[src/rtl/alarm_display_if.sv]
// Bundle between the alarm sequencer and its sensors, status LEDs, alarm line and 4-digit display.
interface alarm_display_if;
   logic       humo;
   logic [2:0] current;
   logic       Led1;
   logic       Led2;
   logic       Alarma2;
   logic [3:0] sel_display;
   logic [7:0] display;

   modport master (
      output humo, current,
      input  Led1, Led2, Alarma2, sel_display, display
   );

   modport slave (
      input  humo, current,
      output Led1, Led2, Alarma2, sel_display, display
   );
endinterface

[src/rtl/alarm_display_controller.sv]
// Smoke/over-current alarm sequencer: input debounce, IDLE/WARN/ALARM/HOLD state machine,
// and a scanned 4-digit 7-segment display showing current, smoke flag and state.
module alarm_display_controller #(
   parameter int unsigned SCAN_DIV   = 50000,
   parameter int unsigned DEB_CYCLES = 1000,
   parameter int unsigned CUR_LIMIT  = 3,
   parameter int unsigned WARN_TICKS = 400,
   parameter int unsigned HOLD_TICKS = 400
) (
   input  logic           clk,
   input  logic           reset,
   alarm_display_if.slave bus
);

   localparam int unsigned TICK_W = $clog2(SCAN_DIV);
   localparam int unsigned DEB_W  = $clog2(DEB_CYCLES + 1);
   localparam int unsigned WARN_W = $clog2(WARN_TICKS + 1);
   localparam int unsigned HOLD_W = $clog2(HOLD_TICKS + 1);

   typedef enum logic [1:0] {
      ST_IDLE  = 2'd0,
      ST_WARN  = 2'd1,
      ST_ALARM = 2'd2,
      ST_HOLD  = 2'd3
   } state_t;

   logic [TICK_W-1:0] tick_cnt;
   logic              tick_c;
   logic [DEB_W-1:0]  smoke_cnt;
   logic [DEB_W-1:0]  oc_cnt;
   logic              smoke_f;
   logic              oc_f;
   logic              oc_raw_c;
   logic              fault_c;
   state_t            state;
   state_t            state_nxt;
   logic [WARN_W-1:0] warn_cnt;
   logic [WARN_W-1:0] warn_nxt;
   logic [HOLD_W-1:0] hold_cnt;
   logic [HOLD_W-1:0] hold_nxt;
   logic              alarm;
   logic [1:0]        dig_idx;
   logic [1:0]        dig_nxt_c;
   logic [3:0]        sel;
   logic [3:0]        sel_c;
   logic [7:0]        seg;
   logic [7:0]        seg_c;

   // Segment pattern {g,f,e,d,c,b,a}, active-low, for digits 0..7.
   function automatic logic [6:0] seg7(input logic [2:0] v);
      logic [6:0] s;
      case (v)
         3'd0:    s = 7'h40;
         3'd1:    s = 7'h79;
         3'd2:    s = 7'h24;
         3'd3:    s = 7'h30;
         3'd4:    s = 7'h19;
         3'd5:    s = 7'h12;
         3'd6:    s = 7'h02;
         default: s = 7'h78;
      endcase
      return s;
   endfunction

   assign tick_c   = (tick_cnt == TICK_W'(SCAN_DIV - 1));
   assign oc_raw_c = (bus.current > 3'(CUR_LIMIT));
   assign fault_c  = smoke_f | oc_f;

   always_ff @(posedge clk) begin
      if (reset)       tick_cnt <= '0;
      else if (tick_c) tick_cnt <= '0;
      else             tick_cnt <= tick_cnt + TICK_W'(1);
   end

   // Filtered flag follows raw only after DEB_CYCLES consecutive differing samples.
   always_ff @(posedge clk) begin
      if (reset) begin
         smoke_cnt <= '0;
         smoke_f   <= 1'b0;
      end else if (bus.humo != smoke_f) begin
         if (smoke_cnt == DEB_W'(DEB_CYCLES - 1)) begin
            smoke_f   <= ~smoke_f;
            smoke_cnt <= '0;
         end else begin
            smoke_cnt <= smoke_cnt + DEB_W'(1);
         end
      end else begin
         smoke_cnt <= '0;
      end
   end

   always_ff @(posedge clk) begin
      if (reset) begin
         oc_cnt <= '0;
         oc_f   <= 1'b0;
      end else if (oc_raw_c != oc_f) begin
         if (oc_cnt == DEB_W'(DEB_CYCLES - 1)) begin
            oc_f   <= ~oc_f;
            oc_cnt <= '0;
         end else begin
            oc_cnt <= oc_cnt + DEB_W'(1);
         end
      end else begin
         oc_cnt <= '0;
      end
   end

   always_ff @(posedge clk) begin
      if (reset) begin
         state    <= ST_IDLE;
         warn_cnt <= '0;
         hold_cnt <= '0;
         alarm    <= 1'b0;
      end else begin
         state    <= state_nxt;
         warn_cnt <= warn_nxt;
         hold_cnt <= hold_nxt;
         alarm    <= (state_nxt == ST_ALARM) || (state_nxt == ST_HOLD);
      end
   end

   // Fault loss in WARN and fault return in HOLD take precedence over tick completion.
   always_comb begin
      state_nxt = state;
      warn_nxt  = warn_cnt;
      hold_nxt  = hold_cnt;
      unique case (state)
         ST_IDLE: begin
            if (fault_c) begin
               state_nxt = ST_WARN;
               warn_nxt  = '0;
            end
         end
         ST_WARN: begin
            if (!fault_c) begin
               state_nxt = ST_IDLE;
            end else if (tick_c) begin
               warn_nxt = warn_cnt + WARN_W'(1);
               if (warn_cnt == WARN_W'(WARN_TICKS - 1)) state_nxt = ST_ALARM;
            end
         end
         ST_ALARM: begin
            if (!fault_c) begin
               state_nxt = ST_HOLD;
               hold_nxt  = '0;
            end
         end
         ST_HOLD: begin
            if (fault_c) begin
               state_nxt = ST_ALARM;
            end else if (tick_c) begin
               hold_nxt = hold_cnt + HOLD_W'(1);
               if (hold_cnt == HOLD_W'(HOLD_TICKS - 1)) state_nxt = ST_IDLE;
            end
         end
         default: state_nxt = ST_IDLE;
      endcase
   end

   // Contents for the digit that becomes active at the next tick.
   always_comb begin
      dig_nxt_c = dig_idx + 2'd1;
      sel_c     = ~(4'b0001 << dig_nxt_c);
      seg_c     = 8'hFF;
      case (dig_nxt_c)
         2'd0:    seg_c = {~oc_f, seg7(bus.current)};
         2'd1:    seg_c = {1'b1, seg7(3'(smoke_f))};
         2'd2:    seg_c = 8'hFF;
         default: seg_c = {1'b1, seg7(3'(state))};
      endcase
   end

   always_ff @(posedge clk) begin
      if (reset) begin
         dig_idx <= 2'd3;
         sel     <= 4'b1111;
         seg     <= 8'hFF;
      end else if (tick_c) begin
         dig_idx <= dig_nxt_c;
         sel     <= sel_c;
         seg     <= seg_c;
      end
   end

   assign bus.Led1        = smoke_f;
   assign bus.Led2        = oc_f;
   assign bus.Alarma2     = alarm;
   assign bus.sel_display = sel;
   assign bus.display     = seg;

endmodule

[src/flat_wrapper.sv]
// flat-port wrapper written by rule: the top's interface ports become plain ports
module alarm_display_controller_flat 
#(
   parameter int unsigned SCAN_DIV   = 50000,
   parameter int unsigned DEB_CYCLES = 1000,
   parameter int unsigned CUR_LIMIT  = 3,
   parameter int unsigned WARN_TICKS = 400,
   parameter int unsigned HOLD_TICKS = 400
)
  (clk, reset, bus_humo, bus_current, bus_Led1, bus_Led2, bus_Alarma2, bus_sel_display, bus_display);
  alarm_display_if bus_i ();
  input  logic clk;
  input  logic reset;
  input wire logic [$bits(bus_i.humo)-1:0] bus_humo;
  input wire logic [$bits(bus_i.current)-1:0] bus_current;
  output wire logic [$bits(bus_i.Led1)-1:0] bus_Led1;
  output wire logic [$bits(bus_i.Led2)-1:0] bus_Led2;
  output wire logic [$bits(bus_i.Alarma2)-1:0] bus_Alarma2;
  output wire logic [$bits(bus_i.sel_display)-1:0] bus_sel_display;
  output wire logic [$bits(bus_i.display)-1:0] bus_display;
  assign bus_i.humo = bus_humo;
  assign bus_i.current = bus_current;
  assign bus_Led1 = bus_i.Led1;
  assign bus_Led2 = bus_i.Led2;
  assign bus_Alarma2 = bus_i.Alarma2;
  assign bus_sel_display = bus_i.sel_display;
  assign bus_display = bus_i.display;
  alarm_display_controller #(.SCAN_DIV(SCAN_DIV), .DEB_CYCLES(DEB_CYCLES), .CUR_LIMIT(CUR_LIMIT), .WARN_TICKS(WARN_TICKS), .HOLD_TICKS(HOLD_TICKS)) u_core (.clk(clk), .reset(reset), .bus(bus_i));
endmodule
[config.mk]
export PLATFORM = sky130hd
export DESIGN_NAME = alarm_display_controller_flat
export DESIGN_NICKNAME = d
export VERILOG_FILES = /design/src/rtl/alarm_display_if.sv /design/src/rtl/alarm_display_controller.sv /design/src/flat_wrapper.sv
export SDC_FILE = /design/constraint.sdc
export NUM_CORES = 1
export LEC_CHECK = 0
export CAP_MARGIN = 10
export CORE_ASPECT_RATIO = 1.4
export CORE_MARGIN = 2
export CORE_UTILIZATION = 64
export CTS_CLUSTER_DIAMETER = 50
export DETAILED_ROUTE_END_ITERATION = 16
export PLACE_DENSITY = 0.85
export SLEW_MARGIN = 15
export SYNTH_ARGS = -nofsm -noshare
export SYNTH_HDL_FRONTEND = slang
export SYNTH_SLANG_ARGS = --single-unit
[constraint.sdc]
create_clock -name clk -period 2.58 [get_ports clk]
set_input_delay 0.258 -clock clk [delete_from_list [all_inputs] [get_ports clk]]
set_output_delay 0.258 -clock clk [all_outputs]
set_load 0.03 [all_outputs]
; ---- Yosys cells after proc, flatten, opt, wreduce, memory -nomap -nowiden
; Index checks and enable logic that the tools add are counted.
[word_totals]
ff_bits = 73
memories = 0
elab_cells = 86
output_inout_bits = 15
ramBits = 0
input_bits = 6
latchBits = 0
rom_bits = 0
[classes]
shift = 1
reduce_logical = 13
n_bitwise = 6
n_mux = 21
n_lt_le_gt_ge = 1
addsub = 6
n_mul = 0
eq_ne = 26
div_mod_pow = 0
[ops]
columns = operator, count
row1 = $mux W9, 6
row2 = $pmux W7 S7, 1
row3 = $pmux W9 S2, 2
row4 = $pmux W7 S4, 1
row5 = $pmux W8 S3, 1
row6 = $add A10 B1 Y10 const B, 2
row7 = $eq A10 B10 Y1 const B, 2
row8 = $add A9 B1 Y9 const B, 2
row9 = $eq A9 B9 Y1 const B, 2
row10 = $add A16 B1 Y16 const B, 1
row11 = $eq A16 B16 Y1 const B, 1
row12 = $mux W2, 8
row13 = $pmux W7 S2, 1
row14 = $eq A2 B2 Y1 const B, 5
row15 = $eq A3 B3 Y1 const B, 3
row16 = $ne A2 B1 Y1 const B, 4
row17 = $pmux W2 S4, 1
row18 = $reduce_and A4 Y1, 2
row19 = $eq A3 B2 Y1 const B, 2
row20 = $reduce_or A3 Y1, 2
row21 = $eq A2 B1 Y1 const B, 2
row22 = $logic_not A2 Y1, 2
row23 = $ne A2 B2 Y1 const B, 2
row24 = $not A1 Y1, 4
row25 = other kinds (12), 15

; ---- Logic depth before layout (Yosys ltp)
[logic_depth]
ltp_word = 7
mapped_depth = 7
ltp_nobuf = 6

; ---- Worst setup path after synthesis
; Ideal clock, no wire load.
[synth_timing]
path_kind = reg2reg
start = register u_core.smoke_f, in the netlist u_core.bus.Led1
end = register u_core.warn_cnt[8]
stages_incl_launch_ff = 6
required_ns = 2.508
arrival_ns = 1.735
path_buffers = 1
slack_ns = 0.773
period_less_slack_ns = 1.807
setup_ns = 0.072
path_cell_list = dfxtp_1 clkbuf_1 nor2_1 or2_2 a2111oi_1 mux2i_1
[synth_between]
elab_chain_len = 3
elab_cells_between_ends = 4
cone_classes = 2 x eq/ne / 1 x bitwise / 1 x reduce/logical
[synth_lines]
columns = element, line
row1 = start: declaration, alarm_display_controller.sv:31  ; logic smoke_f;
row2 = start signal: assignment, alarm_display_controller.sv:82  ; smoke_f <= ~smoke_f;
row3 = $or A1 B1 Y1 (*), alarm_display_controller.sv:67  ; assign fault_c = smoke_f | oc_f;
row4 = $ne A2 B1 Y1 (no line), --
row5 = $reduce_and A4 Y1 (no line) (*), --
row6 = end signal: assignment, alarm_display_controller.sv:116  ; warn_cnt <= warn_nxt;
row7 = end: declaration, alarm_display_controller.sv:37  ; logic [WARN_W-1:0] warn_cnt;
; Mark *: on every way between the ends. The rest lies on a longest branch, timed or not.
; A chain may end at the register's enable or synchronous reset.

; ---- Worst setup path after layout
[layout_timing]
start = register u_core.tick_cnt[0]
end = register u_core.hold_cnt[1]
[layout_between]
elab_chain_len = 3
[layout_lines]
columns = element, line
row1 = start: declaration, alarm_display_controller.sv:27  ; logic [TICK_W-1:0] tick_cnt;
row2 = start signal: assignment, alarm_display_controller.sv:72  ; else tick_cnt <= tick_cnt + TICK_W'(1);
row3 = $eq A16 B16 Y1, alarm_display_controller.sv:65  ; assign tick_c = (tick_cnt == TICK_W'(SCAN_DIV - 1));
row4 = $ne A2 B1 Y1 (no line), --
row5 = $reduce_and A4 Y1 (no line), --
row6 = end signal: assignment, alarm_display_controller.sv:117  ; hold_cnt <= hold_nxt;
row7 = end: declaration, alarm_display_controller.sv:39  ; logic [HOLD_W-1:0] hold_cnt;
; No other way between the ends.

==> out/qor.csv <==
stage,metric,value,unit
run_status,status,"complete, no violations",
worst_setup_path,crit_required,2.86,ns
worst_setup_path,start_kind,flop,
clock_network,ctsResizeCount,0,
clock_network,hold_buffers,0,
pwr,power_density,515,nW/um^2
routing,dr.pass1.iters,4,
timing,maxSlewHeadroom,0.352,
global_routing,grt_pass1_wl,12100,um
yosys,avgSynthCellArea,8.44,um^2
timing,period_share,0.848,
clock_network,cts_tree,yes,
timing,finalSetupViolations,0,
timing,fmax,457,MHz
yosys,syn_nets,432,
yosys,syn_area,3510,um^2
timing,setup_tns,0,ns
timing,timing_max_transition_violations_final,0,
final_layout,area_delta_synth_final,12.1,%
yosys,synth_edf_count,0,
global_routing,grt_antenna_before_repair,0,
worst_setup_path,worst-path-max-fanout,41,
yosys,synthDominantCellAreaShare,0.416,
clock_network,cts_num_sinks,73,
routing,routedWlPerCell,14.0,um
yosys,synth_ff_type,dfxtp_1,
global_routing,met2_usage,0.433,
timing,period_needed,2.19,ns
final_layout,fin_nets,447,
timing,finalHoldViolCount,0,
worst_setup_path,worstPathArrival,2.47,ns
clock_network,cts_htree_levels,3,
routing,drt_iter0_drc,238,
yosys,yosys_warnings,0,
final_layout,final_area,3940,um^2
yosys,ys_seq_area_frac,0.416,
worst_setup_path,endpoint_kind,flop,
yosys,yosys.area.top_type,dfxtp_1,
routing,drtAntennaViolNets,0,
yosys,synthArstFlopShare,0,
worst_setup_path,critPathKind,flop to flop,
clock_network,cts_root_buffer,clkbuf_8,
final_layout,diodes,0,
clock_network,postCtsSetupBuffers,0,
timing,tightest_slew,0.973,ns
timing,clock_skew,0.00822,ns
floorplan,dieArea,6100,um^2
placement,port_buffers,20,
yosys,synth.distinct_cells,44,
pwr,ir_drop,459,uV
routing,vias,2960,
floorplan,die_h,91.6,um
floorplan,ios,21,
clock_network,worstSkewPairLatency,0.35,ns
yosys,synth_area_leaders,"dfxtp_1 (42%), xnor2_1 (6.5%), nand2_1 (5.7%), mux2i_1 (4.8%), nor2_1 (4.6%)",
timing,grt_setup_unrepaired,false,
global_routing,grt.overflow.total,0,
routing,remaining_drc_errors,0,
min_path,holdPathStages,1,
yosys,synth_seq_cells,73,
global_routing,grt_use_total,0.253,
floorplan,die_x,66.6,um
placement,gp_congestion,0.824,
clock_network,cts_buffers,9,
placement,hpwl,4950,um
clock_network,cts.path.max_buffers,2,
floorplan,design.core.area,5240,um^2
floorplan,initial_core_util,0.670,
routing,vias_per_cell,5.90,
job,cap_viol_max_count,0,
global_routing,grt_busiest_layer,met2,
clock_network,clk_pin_slew_worst_paths,0.07,ns
global_routing,grt_util_met3,0.0479,
pwr,power.total,2.03,mW
routing,wl,7030,um
final_layout,layout-drive-gt1-share,0.0550,
placement,dpl_cell_area,3750,um^2
min_path,hp-class,flop to flop,
global_routing,use_met1,0.303,
floorplan,num_rows,31,
yosys,post-synth-top-count-cell,dfxtp_1,
worst_setup_path,rr_worst_depth,6,
global_routing,grt_max_degree,42,
yosys,synth_common_cells,"dfxtp_1 (73), nand2_1 (53), nor2_1 (43)",
global_routing,grt_pass1_vias,2766,
yosys,syn_inst,416,
pwr,leakage,1.44,nW
logic make-up after synthesis:
logic type,count (synthesis),synth area share
flip-flops,73,0.416
XOR/XNOR,33,0.0824
buffers and inverters,29,0.0328
adder cells (fa/ha/maj),10,0.0357
AO/OA/AOI/OAI,64,0.109
AND/OR/NAND/NOR,190,0.275
multiplexers,17,0.0485
critical path, cell delays in order, from the launching register on:
cell and delay [ns]:
dfxtp_1 0.37, ha_1 0.23, and4_1 0.25, nand4_1 0.36, buf_12 0.32, or4b_1 0.51
o21ai_1 0.08
power by group:
group	switching, mW	leakage (nW)	total (mW)	internal, mW
Sequential	0.00640	0.590	1.14	1.13
Combinational	0.0441	0.760	0.0724	0.0283
Clock	0.419	0.0911	0.815	0.396
Total	0.470	1.44	2.03	1.56
per-stage QoR:
step / worst slack, ns / hold WS [ns] / utilization / instances
3_5_place_dp: 0.440 / 0.449 / 0.717 / 486
2_1_floorplan: 0.773 / 0.402 / - / 416
3_3_place_gp: 0.486 / 0.430 / 0.717 / 486
4_1_cts: 0.403 / 0.466 / 0.751 / 502
5_1_grt: 0.225 / 0.481 / 0.751 / 502
6_report: 0.392 / 0.461 / 0.751 / 502
sequential cells by signal (all words and copies together) (netlist names), 2 cells and up:
name,count
u_core.bus.display,8
u_core.bus.sel_display,4
u_core.dig_idx,2
u_core.hold_cnt,9
u_core.oc_cnt,10
u_core.smoke_cnt,10
u_core.state,2
u_core.tick_cnt,16
u_core.warn_cnt,9
layout make-up:
class | count | area, um^2
sequential | 73 | 1460
clock inverter | 5 | 30.0
multi-input combinational | 314 | 1930
clock buffer | 11 | 151
tap | 66 | 82.6
fill | 406 | 1300
timing repair buffer | 24 | 243
inverter | 9 | 33.8
final timing paths:
check | from | end | slack, ns
worst min register to register | u_core.tick_cnt[0] | u_core.tick_cnt[0] | 0.46
worst max register to register | u_core.tick_cnt[0] | u_core.hold_cnt[1] | 0.39
worst max-delay path | u_core.tick_cnt[0] | u_core.hold_cnt[1] | 0.39
worst min-delay path | u_core.tick_cnt[0] | u_core.tick_cnt[0] | 0.46
per-layer routing:
layer,routed length (um),vias to the layer above,share of wire
met5,0,-,0
met4,120,0,0.017
met3,220,11,0.031
met2,3720,51,0.53
met1,2970,1413,0.42
li1,-,1485,-
layout by cell type, fill, tap and decap left out, types with 7 or more instances in the layout:
cell type	synthesis	routed
and3_1	9	9
clkdlybuf4s50_1	0	20
o211ai_1	8	8
ha_1	10	10
nand3_1	14	14
nand2_1	53	53
o21ai_1	10	10
dfxtp_1	73	73
xnor2_1	26	26
o21ai_0	8	8
clkbuf_8	0	11
mux2i_1	17	17
xor2_1	7	7
a21oi_1	23	23
nand2b_1	17	17
or3_1	7	7
inv_1	8	8
nor2_1	43	43
nor3_1	11	11
nand4_1	15	15
Note: power is estimated with default switching activity, not from simulation.
